$ cat src/rtl/mem_arbiter.sv
// Two-requester (instruction fetch / data) arbiter in front of one shared memory port.
// Define MEM_ARB_RR_EN to get round-robin arbitration instead of fixed data priority.
module mem_arbiter #(
    parameter int ADDR_W = 64,
    parameter int DATA_W = 64
) (
    input  logic                clock,
    input  logic                reset,

    input  logic                if_req,
    input  logic [ADDR_W-1:0]   if_addr,
    output logic                if_gnt,
    output logic                if_rvalid,
    output logic [DATA_W-1:0]   if_rdata,

    input  logic                d_req,
    input  logic                d_we,
    input  logic [DATA_W/8-1:0] d_be,
    input  logic [ADDR_W-1:0]   d_addr,
    input  logic [DATA_W-1:0]   d_wdata,
    output logic                d_gnt,
    output logic                d_rvalid,
    output logic [DATA_W-1:0]   d_rdata,

    output logic                m_req,
    output logic                m_we,
    output logic [DATA_W/8-1:0] m_be,
    output logic [ADDR_W-1:0]   m_addr,
    output logic [DATA_W-1:0]   m_wdata,
    input  logic                m_ready,
    input  logic [DATA_W-1:0]   m_rdata
);

    typedef enum logic {IDLE, BUSY} state_t;

    state_t state_q, state_d;
    logic   owner_d_q;  // 1: data port owns the in-flight transaction
    logic   pick_d;

`ifdef MEM_ARB_RR_EN
    logic last_d_q;     // 1: data port won the previous grant

    assign pick_d = d_req && (!if_req || !last_d_q);
`else
    assign pick_d = d_req;
`endif

    // NOTE: sequential state uses non-blocking assignments so every register
    // samples pre-edge values regardless of process ordering.
    always_ff @(posedge clock) begin
        if (reset) state_q <= IDLE;
        else       state_q <= state_d;
    end

    // NOTE: each combinational output gets a default first so no path infers a latch.
    always_comb begin
        state_d = state_q;
        case (state_q)
            IDLE:    if (if_req || d_req) state_d = BUSY;
            BUSY:    if (m_ready)         state_d = IDLE;
            default: state_d = IDLE;
        endcase
    end

    always_comb begin
        if_gnt = 1'b0;
        d_gnt  = 1'b0;
        m_req  = 1'b0;
        case (state_q)
            IDLE: begin
                if (!reset) begin
                    d_gnt  = pick_d;
                    if_gnt = if_req && !pick_d;
                end
            end
            BUSY:    m_req = 1'b1;
            default: m_req = 1'b0;
        endcase
    end

    // NOTE: the request registers are reset as well so the memory bus shows
    // defined zeros after reset instead of stale fields.
    always_ff @(posedge clock) begin
        if (reset) begin
            m_we      <= 1'b0;
            m_be      <= '0;
            m_addr    <= '0;
            m_wdata   <= '0;
            owner_d_q <= 1'b0;
            if_rvalid <= 1'b0;
            d_rvalid  <= 1'b0;
            if_rdata  <= '0;
            d_rdata   <= '0;
`ifdef MEM_ARB_RR_EN
            last_d_q  <= 1'b0;
`endif
        end else begin
            if_rvalid <= 1'b0;
            d_rvalid  <= 1'b0;

            if (d_gnt) begin
                m_we      <= d_we;
                m_be      <= d_be;
                m_addr    <= d_addr;
                m_wdata   <= d_wdata;
                owner_d_q <= 1'b1;
            end else if (if_gnt) begin
                m_we      <= 1'b0;
                m_be      <= '1;
                m_addr    <= if_addr;
                m_wdata   <= '0;
                owner_d_q <= 1'b0;
            end

`ifdef MEM_ARB_RR_EN
            if (d_gnt || if_gnt) last_d_q <= d_gnt;
`endif

            // Writes still get an rvalid pulse as a completion ack, but leave rdata alone.
            if (state_q == BUSY && m_ready) begin
                if (owner_d_q) begin
                    d_rvalid <= 1'b1;
                    if (!m_we) d_rdata <= m_rdata;
                end else begin
                    if_rvalid <= 1'b1;
                    if (!m_we) if_rdata <= m_rdata;
                end
            end
        end
    end

endmodule
$ cat config.mk
export PLATFORM = sky130hd
export DESIGN_NAME = mem_arbiter
export DESIGN_NICKNAME = d
export VERILOG_FILES = /design/src/rtl/mem_arbiter.sv
export SDC_FILE = /design/constraint.sdc
export NUM_CORES = 1
export LEC_CHECK = 0
export ABC_AREA = 1
export BUFFER_PORTS_ARGS = -buffer_cell sky130_fd_sc_hd__buf_2
export CAP_MARGIN = 0
export CORE_AREA = 5 5 205 207
export DETAILED_ROUTE_END_ITERATION = 8
export DIE_AREA = 0 0 210 212
export PLACE_DENSITY = 0.55
export SYNTH_ARGS = -nofsm -noshare
export SYNTH_HDL_FRONTEND = slang
export SYNTH_SLANG_ARGS = --single-unit
$ cat constraint.sdc
create_clock -name clock -period 2 [get_ports clock]
set_clock_uncertainty 0.1 [all_clocks]
set_input_delay 0.1 -clock clock [delete_from_list [all_inputs] [get_ports clock]]
set_output_delay 0.1 -clock clock [all_outputs]
set_load 0.01 [all_outputs]
==> Word-level counts from Yosys, hierarchy flattened <==
Cells that the tools add are included.
{ "op_classes": {"add_sub_neg": 0, "n_mul": 0, "div_mod_pow": 0, "magnitude_cmp": 0, "n_eq_ne": 0, "shift": 0, "mux": 19, "n_bitwise": 4, "reduce_logical": 8} }
{ "op_table": {"columns": ["op", "n"], "rows": [
  ["64-bit 2-to-1 mux", 4],
  ["8-bit 2-to-1 mux", 2],
  ["1-bit 2-to-1 mux", 12],
  ["3-bit AND reduction", 2],
  ["1-bit NOT", 4],
  ["1-bit logical AND", 2],
  ["1-bit one-hot mux with 2 select lines", 1],
  ["2-bit nonzero test", 1],
  ["2-bit OR reduction", 1],
  ["1-bit zero test", 1],
  ["1-bit logical OR", 1]
]} }
{ "word_totals": {"register_bits": 269, "latch_bits": 0, "ramBits": 0, "mem_bits_ro": 0, "in_bits": 270, "wordCells": 41, "n_memories": 0} }

==> Depth between registers and ports, before layout <==
Gate-level depths: netlist of run 1.
{ "depth": {"word_depth": 6, "mapped_depth": 9, "depth_no_buf": 6} }

==> Least setup slack after synthesis of run 1 <==
Ideal clock, no wire load.
{ "synth_timing": {"path_type": "reg-to-reg", "start": "register state_q", "end": "register m_addr[55]", "setup_ns": 0.112, "arrival_ns": 1.179, "t_required_ns": 1.788, "slack_ns": 0.609, "stages_incl_launch_ff": 8, "synth_period_minus_slack_ns": 1.391, "cell_sequence": "dfxtp_1 -> inv_1 -> nand3_4 -> buf_2 -> buf_2 -> nand3_1 -> nand2_1 -> nor2_1"} }
{ "synth_between": {"elab_chain_len": 2, "word_cells_on_any_way": 4, "classes_between": "mux: 3; reduce/logical: 1"} }
{ "synth_rtl": {"columns": ["element", "line", "source"], "rows": [
  ["from (decl)", "36", "state_t state_q, state_d;"],
  ["from (signal assigned)", "52", "else state_q <= state_d;"],
  ["1-bit 2-to-1 mux", "69", "case (state_q)"],
  ["64-bit 2-to-1 mux or 2-bit nonzero test (tied branches)", null, null],
  ["to (signal assigned)", "104", "m_addr <= d_addr;"],
  ["to (signal assigned)", "110", "m_addr <= if_addr;"],
  ["to (decl)", "28", "output logic [ADDR_W-1:0] m_addr,"]
]} }
Several ways; a longest one is shown, not always the timed one.
A chain may end at the register's enable or synchronous reset.

==> Final worst setup path of run 1 <==
{ "layout_timing": {"start": "register state_q", "end": "register m_addr[13]"} }
Same word-level chain as after synthesis.

==> results of run 1 <==
[routing by layer]
metal	track usage, %	up-vias
li1	-	6481
met1	23.7	6065
met2	32.9	682
met3	4.77	140
met4	8.10	0
met5	0	-
[metrics by stage]
step | worst slack [ns] | utilization (%) | instance area, µm² | power [mW] | instances
floorplan | 0.609 | - | 10900 | 7.06 | 1542
global placement | 0.185 | 35.2 | 14100 | 8.06 | 2525
detailed placement | 0.141 | 35.2 | 14100 | 8.08 | 2525
CTS | 0.00619 | 44.6 | 17900 | 14.6 | 2851
global route | 0.0184 | 45.0 | 18100 | 15.1 | 2860
finish | 0.191 | 45.0 | 18100 | 14.5 | 2863
[synth_stat cells]
cell type and count:
buf_1 10, a211oi_1 1, o211ai_2 1, a21oi_1 64, o21ai_1 41, nor2_1 260, inv_2 2, clkbuf_1 43
nor3_1 2, inv_4 1, nand4_1 64, nand2_1 392, nand3_1 129, nand2_2 1, clkbuf_2 1, inv_1 85
dfxtp_1 269, buf_4 7, o21ai_0 104, buf_2 64, nand3_4 1
[logic make-up (layout without fill, tap and decap cells)]
| kind of cell | Yosys count | count (layout) |
|---|---|---|
| AOI/OAI and AO/OA | 211 | 211 |
| buffers and inverters | 213 | 999 |
| other | 0 | 3 |
| and+or+nand+nor | 849 | 849 |
| DFF | 269 | 269 |
[state kept, by name, summed over array words and instances (netlist names)]
name and flops:
d_rdata 64, if_rdata 64, m_addr 64, m_wdata 64
m_be 8, d_rvalid 1, if_rvalid 1, m_we 1
owner_d_q 1, state_q 1
[power by group through the flow]
stage | logic [mW] | clock network, mW | registers (mW)
after global placement | 2.10 | 0 | 5.95
final | 2.61 | 6.00 | 5.85
after floorplan | 0.953 | 0 | 6.10
after global routing | 2.85 | 6.34 | 5.89
after CTS | 2.55 | 6.16 | 5.85
after detailed placement | 2.12 | 0 | 5.96
[layout make-up]
cell class	count	area (µm²)
clock buffer	40	830
inverter	88	343
antenna	3	7.51
clock inverter	16	243
timing repair buffer	855	6000
fill	3894	22100
sequential	269	5390
multi-input combinational	1060	4620
tap	532	666
[timing repair]
item,CTS,global route
cloned,0,4
gates resized for setup,5,2
pin swaps,0,2
setup endpoints to repair,2,4
hold endpoints to repair,269,0
setup buffers,0,5
hold buffers,270,0
[worst paths after layout]
check	endpoint	slack, ns	depth (start not counted)
min reg2reg	if_rdata[41]	0.36	2
max reg2reg	m_addr[13]	0.19	7
min	m_wdata[2]	0.17	4
max	m_addr[13]	0.19	7
[worst max-delay path: stages (launching register included)]
cell	delay (ns)
dfxtp_1	0.34
inv_2	0.08
buf_4	0.27
nand4_1	0.16
nand2_1	0.10
dlygate4sd3_1	0.55
nor2_1	0.04
nor2_1	0.10
==> out/qor.yml, run 1 <==
layout:
  layout_common_cells: "buf_2, nand2_1, dlygate4sd3_1, dfxtp_1, nor2_1"
  synthToLayoutAreaGrowth_pct: 66.2
  layout_commonest_cell: "buf_2"
  drive_gt1_share_pct: 27.7
  final_nets: 2575
cts:
  cts_tree: "done"
  cts_sinks: 269
  clk_pin_slew_ns: 0.06
  clock_tree.root_cell: "clkbuf_16"
  clk_latency_ns: 0.56
  cts_buffers: 31
  htree_levels: 1
  clock_path_buffers: 3
sta:
  fmax_ghz: 0.553
  rsz0062_at_grt: "false"
  drv_slew: 0
  hold_viol_final: 0
  setup_violations: 0
  worst_pin_slew_ns: 0.763
  min_period_ns: 1.81
  setup-tns-final_ns: 0
  worst_hold_slack_ns: 0.172
  maxSlewHeadroom_pct: 49.1
  finalCritPeriodShare_pct: 90.5
floorplan:
  io_pins: 540
  start_util_pct: 27.1
  dieHeight_um: 212
  fp.coreArea_um2: 40200
  dieArea_um2: 44500
  row_count: 74
  die_w_um: 210
detailed_routing:
  wl_met3_um: 4130
  finalWirelength_um: 47500
  drcViolationCount: 0
  routed_via_density: 4.67
  top_layer_used: "met4"
  drt_iter0_drc: 1128
  wl_met1_um: 19100
  drt_pass1_iterations: 6
  num_vias: 13368
  routedWlPerCell_um: 16.6
  drtAntennaViolNets: 0
  wl_met2_um: 22300
placed_design:
  dp_hpwl_um: 30600
  portBuffers: 539
  place_congestion: 0.910
yosys:
  synth_top_cell_area_share_pct: 49.5
  synth_mux_area_share_pct: 0
  synth_area_leaders: "dfxtp_1, nand2_1, nor2_1"
  synth_top_family_by_area: "simple AND/OR/NAND/NOR gates"
  syn_area_um2: 10900
  yosys.area_share.simple_pct: 32.4
  synth_top_cell_by_area: "dfxtp_1"
  syn_avg_cell_area_um2: 7.06
  synth_warnings: 0
  netlist-cell-type-count: 21
  synthCells: 1542
  synth_fa_ha_area_share_pct: 0
  syn_nets: 1812
  yosysSeqAreaShare_pct: 49.5
  synth_xor_area_share_pct: 0
  synth_compound_area_share_pct: 9.79
  ys_seq_elements: 269
grt:
  antenna_found_initial: 0
  grt_pass1_vias: 13110
  grt_max_degree: 140
  grt_pass1_wl_um: 71100
  overflow: 0
  track_usage_pct: 19.4
run:
  cap_viol_max_count: 0
power_and_ir_drop:
  clockPowerShare_pct: 41.5
  p_sw_mw: 3.88
  p_leak_nw: 8.83
  ir_worst_vdd_mv: 0.513
  pwr-share-comb_pct: 18.0
  power_density_nw_per_um2: 799
  switching_share_pct: 26.9
  power_frac_seq_pct: 40.5
  intPower_mw: 10.6
worst_hold_path:
  min-delay-start: "d_wdata[2]"
  hold_path_class: "input pin to flop"
critical_path:
  cp-start-kind: "flop"
  cp.required_ns: 2.40
  crit_type: "flop to flop"
  startpoint: "state_q"
  cp.arrival_ns: 2.21
  rr_startpoint: "state_q"
  critPathMaxFanout: 17
  endpoint_kind: "flop"
outcome:
  status: "finished, final reports clean"
(Power assumes the default switching activity.)
==> inputs of run 2 (changes only) <==
Settings changed: CAP_MARGIN 0 to 40, MAX_ROUTING_LAYER set to met4.
Clock period 2 ns to 1.89 ns, I/O delays scaled along.
==> out/qor.yml, run 2 (synthesis gave the netlist of run 1 again) <==
worst_hold_path:
  hold_path_class: "input pin to flop"
  holdPathEnd: "m_wdata[58]"
  min-delay-start: "d_wdata[58]"
  whs_path_depth: 4
cts:
  clk_pin_slew_ns: 0.06
  clk_latency_ns: 0.56
  cts_sinks: 269
  htree_levels: 1
  clock_tree.root_cell: "clkbuf_16"
  cts_tree: "done"
  cts_buffers: 30
  clock_path_buffers: 3
detailed_routing:
  drt_iter0_drc: 1112
  routedWlPerCell_um: 16.4
  drtAntennaViolNets: 0
  drt_pass1_iterations: 6
  routed_via_density: 4.65
  num_vias: 13308
  finalWirelength_um: 47000
  drcViolationCount: 0
placed_design:
  place_congestion: 0.895
  pre_cts_slack_ns: 0.197
  dpl.cell_count: 2530
  portBuffers: 539
  place_area_um2: 14100
  dp_hpwl_um: 30700
power_and_ir_drop:
  p_leak_nw: 8.76
  ir_worst_vdd_mv: 0.591
  power_density_nw_per_um2: 824
  total_power_mw: 14.8
sta:
  maxSlewHeadroom_pct: 58.6
  rsz0062_at_grt: "false"
  finalCritPeriodShare_pct: 95.0
  worst_pin_slew_ns: 0.621
  min_period_ns: 1.80
  drv_slew: 0
  worst_slack_ns: 0.0941
  setup_violations: 0
  setup-tns-final_ns: 0
  hold_viol_final: 0
  fmax_ghz: 0.557
  worst_hold_slack_ns: 0.171
floorplan:
  io_pins: 540
  die_w_um: 210
  row_count: 74
  start_util_pct: 27.1
  fp.coreArea_um2: 40200
  dieArea_um2: 44500
  dieHeight_um: 212
critical_path:
  cpMaxStageDelayCell: "dlygate4sd3_1"
  r2r_end: "m_addr[13]"
  critPathBufInv: 3
  crit_type: "flop to flop"
  endpoint_kind: "flop"
  rr_startpoint: "state_q"
  worstPathCellList: "inv_2 > nand3_4 > buf_4 > nand2_1 > nand2_1 > dlygate4sd3_1 > nor2_1 > nor2_1"
  cp.required_ns: 2.25
  path_delay_family: "buffers and inverters"
  cp.arrival_ns: 2.15
  r2r_cells: 8
  r2r_setup_slack_ns: 0.09
  cp-start-kind: "flop"
  critPathMaxFanout: 12
  slowest_delay_ns: 0.55
layout:
  drive_gt1_share_pct: 27.8
  final_area_um2: 17900
  final_nets: 2573
  synthToLayoutAreaGrowth_pct: 64.5
  stdcell_count: 2859
  layout_commonest_cell: "buf_2"
  layout_common_cells: "buf_2, nand2_1, dlygate4sd3_1, dfxtp_1, nor2_1"
  final_util_pct: 44.6
outcome:
  status: "finished, final reports clean"
grt:
  grt_pass1_wl_um: 70900
  overflow: 0
  grt_pass1_vias: 13140
  track_usage_pct: 19.9
  antenna_found_initial: 1
  grt_max_degree: 118
run:
  cap_viol_max_count: 0
## run 2: layout make-up
type | count | area [µm²]
fill | 3976 | 22300
timing repair buffer | 854 | 5900
sequential | 269 | 5390
multi-input combinational | 1060 | 4620
clock buffer | 45 | 907
tap | 532 | 666
inverter | 88 | 343
clock inverter | 9 | 85.1
antenna | 2 | 5.00
## run 2: worst min-delay path: stages
cell and delay, ns:
dlygate4sd3_1 0.52, buf_2 0.09, nand2_1 0.04, o21ai_0 0.05
## run 2: timing repair
action	4_1_cts	5_1_grt
gates cloned	0	1
endpoints found under the setup margin	2	3
resized for setup	5	2
buffers inserted	0	2
endpoints found under the hold margin	269	0
pin swaps	0	1
hold buffers	270	0
## run 2: worst max-delay path by stage
stage                     depth (start not counted)  slack (ns)    endpoint  startpoint
after floorplan                                   7        0.50  m_addr[55]     state_q
after global placement                            6        0.21  m_addr[58]     state_q
after detailed placement                          7        0.20     m_be[5]     state_q
after CTS                                         4        0.02       d_gnt     state_q
after global routing                              8       0.005  m_addr[13]     state_q
final                                             8        0.09  m_addr[13]     state_q
## run 2: routing by layer
layer	wire [µm]	share of wire (%)	GRT usage [%]	vias to the layer above
met3	3810	8.1	4.59	130
li1	-	-	-	6466
met5	0	0	-	-
met4	1990	4.2	8.01	0
met1	19100	41	24.1	6052
met2	22100	47	32.4	660
## run 2: report_power, final
group / internal [mW] / switching [mW]
Combinational: 1.25 / 1.48
Sequential: 6.01 / 0.175
Clock: 3.43 / 2.40
Total: 10.7 / 4.05
==> inputs of run 3 (changes only) <==
--- a/constraint.sdc
+++ b/constraint.sdc
@@ -4,2 +4,2 @@
 set_output_delay 0.0945 -clock clock [all_outputs]
-set_load 0.01 [all_outputs]
+set_load 0.005 [all_outputs]
==> out/qor.yml, run 3 (synthesis gave the netlist of run 1 again) <==
layout:
  layout_common_cells: "buf_2, nand2_1, dlygate4sd3_1, dfxtp_1, nor2_1"
  final_nets: 2572
  drive_gt1_share_pct: 27.8
  synthToLayoutAreaGrowth_pct: 64.4
  layout_commonest_cell: "buf_2"
sta:
  worst_slack_ns: 0.0870
  finalCritPeriodShare_pct: 95.4
  min_period_ns: 1.80
  rsz0062_at_grt: "false"
  worst_hold_slack_ns: 0.171
  hold_viol_final: 0
  setup-tns-final_ns: 0
  worst_pin_slew_ns: 0.628
  setup_violations: 0
  maxSlewHeadroom_pct: 58.1
  fmax_ghz: 0.555
  drv_slew: 0
floorplan:
  dieHeight_um: 212
  row_count: 74
  start_util_pct: 27.1
  io_pins: 540
  fp.coreArea_um2: 40200
  die_w_um: 210
  dieArea_um2: 44500
grt:
  grt_max_degree: 118
  grt_pass1_vias: 13140
  overflow: 0
  grt_pass1_wl_um: 70900
  antenna_found_initial: 1
  track_usage_pct: 19.9
detailed_routing:
  drt_iter0_drc: 1064
  routed_via_density: 4.69
  drt_pass1_iterations: 9
  finalWirelength_um: 47000
  routedWlPerCell_um: 16.5
  drtAntennaViolNets: 0
  drcViolationCount: 0
  num_vias: 13403
placed_design:
  place_congestion: 0.895
  portBuffers: 539
  pre_cts_slack_ns: 0.197
  dp_hpwl_um: 30700
critical_path:
  slowest_delay_ns: 0.56
  cp.arrival_ns: 2.16
  crit_type: "flop to flop"
  critPathMaxFanout: 12
  endpoint_kind: "flop"
  r2r_cells: 8
  cpMaxStageDelayCell: "dlygate4sd3_1"
  worstPathCellList: "inv_2 > nand3_4 > buf_4 > nand2_1 > nand2_1 > dlygate4sd3_1 > nor2_1 > nor2_1"
  cp.required_ns: 2.25
  cp-start-kind: "flop"
outcome:
  status: "finished, final reports clean"
power_and_ir_drop:
  ir_worst_vdd_mv: 0.592
  power_density_nw_per_um2: 817
  total_power_mw: 14.6
  p_leak_nw: 8.76
cts:
  cts_tree: "done"
  clk_latency_ns: 0.56
  clk_pin_slew_ns: 0.06
  cts_sinks: 269
  cts_buffers: 30
  clock_path_buffers: 3
  htree_levels: 1
  clock_tree.root_cell: "clkbuf_16"
run:
  cap_viol_max_count: 0
worst_hold_path:
  hold_path_class: "input pin to flop"
  whs_path_depth: 4
## run 3: cell count changes in the layout (fill, tap and decap cells not counted)
cell     before  now
diode_2       2    1
buf_4        32   31
## run 3: final timing paths
| check | from | slack [ns] | end |
|---|---|---|---|
| worst max-delay path | state_q | 0.09 | m_addr[13] |
| worst min-delay path | d_wdata[58] | 0.17 | m_wdata[58] |
| worst max register to register | state_q | 0.09 | m_addr[13] |
| worst min register to register | if_rdata[56] | 0.36 | if_rdata[56] |
## run 3: per-stage QoR
step	area [µm²]	utilization (%)	instances
finish	17900	44.5	2857
global route	17900	44.5	2857
CTS	17900	44.4	2854
detailed placement	14100	35.2	2530
global placement	14100	35.2	2530
floorplan	10900	-	1542
## run 3: repair_timing
action                                  in CTS  in global routing
hold buffers                               270                  0
setup buffers                                0                  1
endpoints found under the setup margin       2                  3
gates cloned                                 0                  1
endpoints found under the hold margin      269                  0
pin swaps                                    0                  1
gates resized for setup                      5                  2
## run 3: layout make-up
type / instances / area (µm²)
multi-input combinational: 1060 / 4620
fill: 3979 / 22300
clock inverter: 9 / 85.1
timing repair buffer: 853 / 5890
antenna: 1 / 2.50
clock buffer: 45 / 907
tap: 532 / 666
inverter: 88 / 343
sequential: 269 / 5390
## run 3: where the power goes
group          switching, mW  internal [mW]
clock                   2.40           3.43
sequential             0.175           6.01
combinational           1.36           1.24
total                   3.93           10.7
## run 3: layer usage
layer  global-route usage (%)  vias up  wire (µm)
li1                         -     6463          -
met1                     24.1     6093      18900
met2                     32.4      707      22200
met3                     4.59      140       3980
met4                     8.01        0       2000
met5                        -        -          0
## run 3: worst max-delay path: cells and delay by family (launching register included)
family                 cells  cell delay [ns]
buffers and inverters      3             0.87
AND/OR/NAND/NOR            5             0.39
flip-flops                 1             0.34
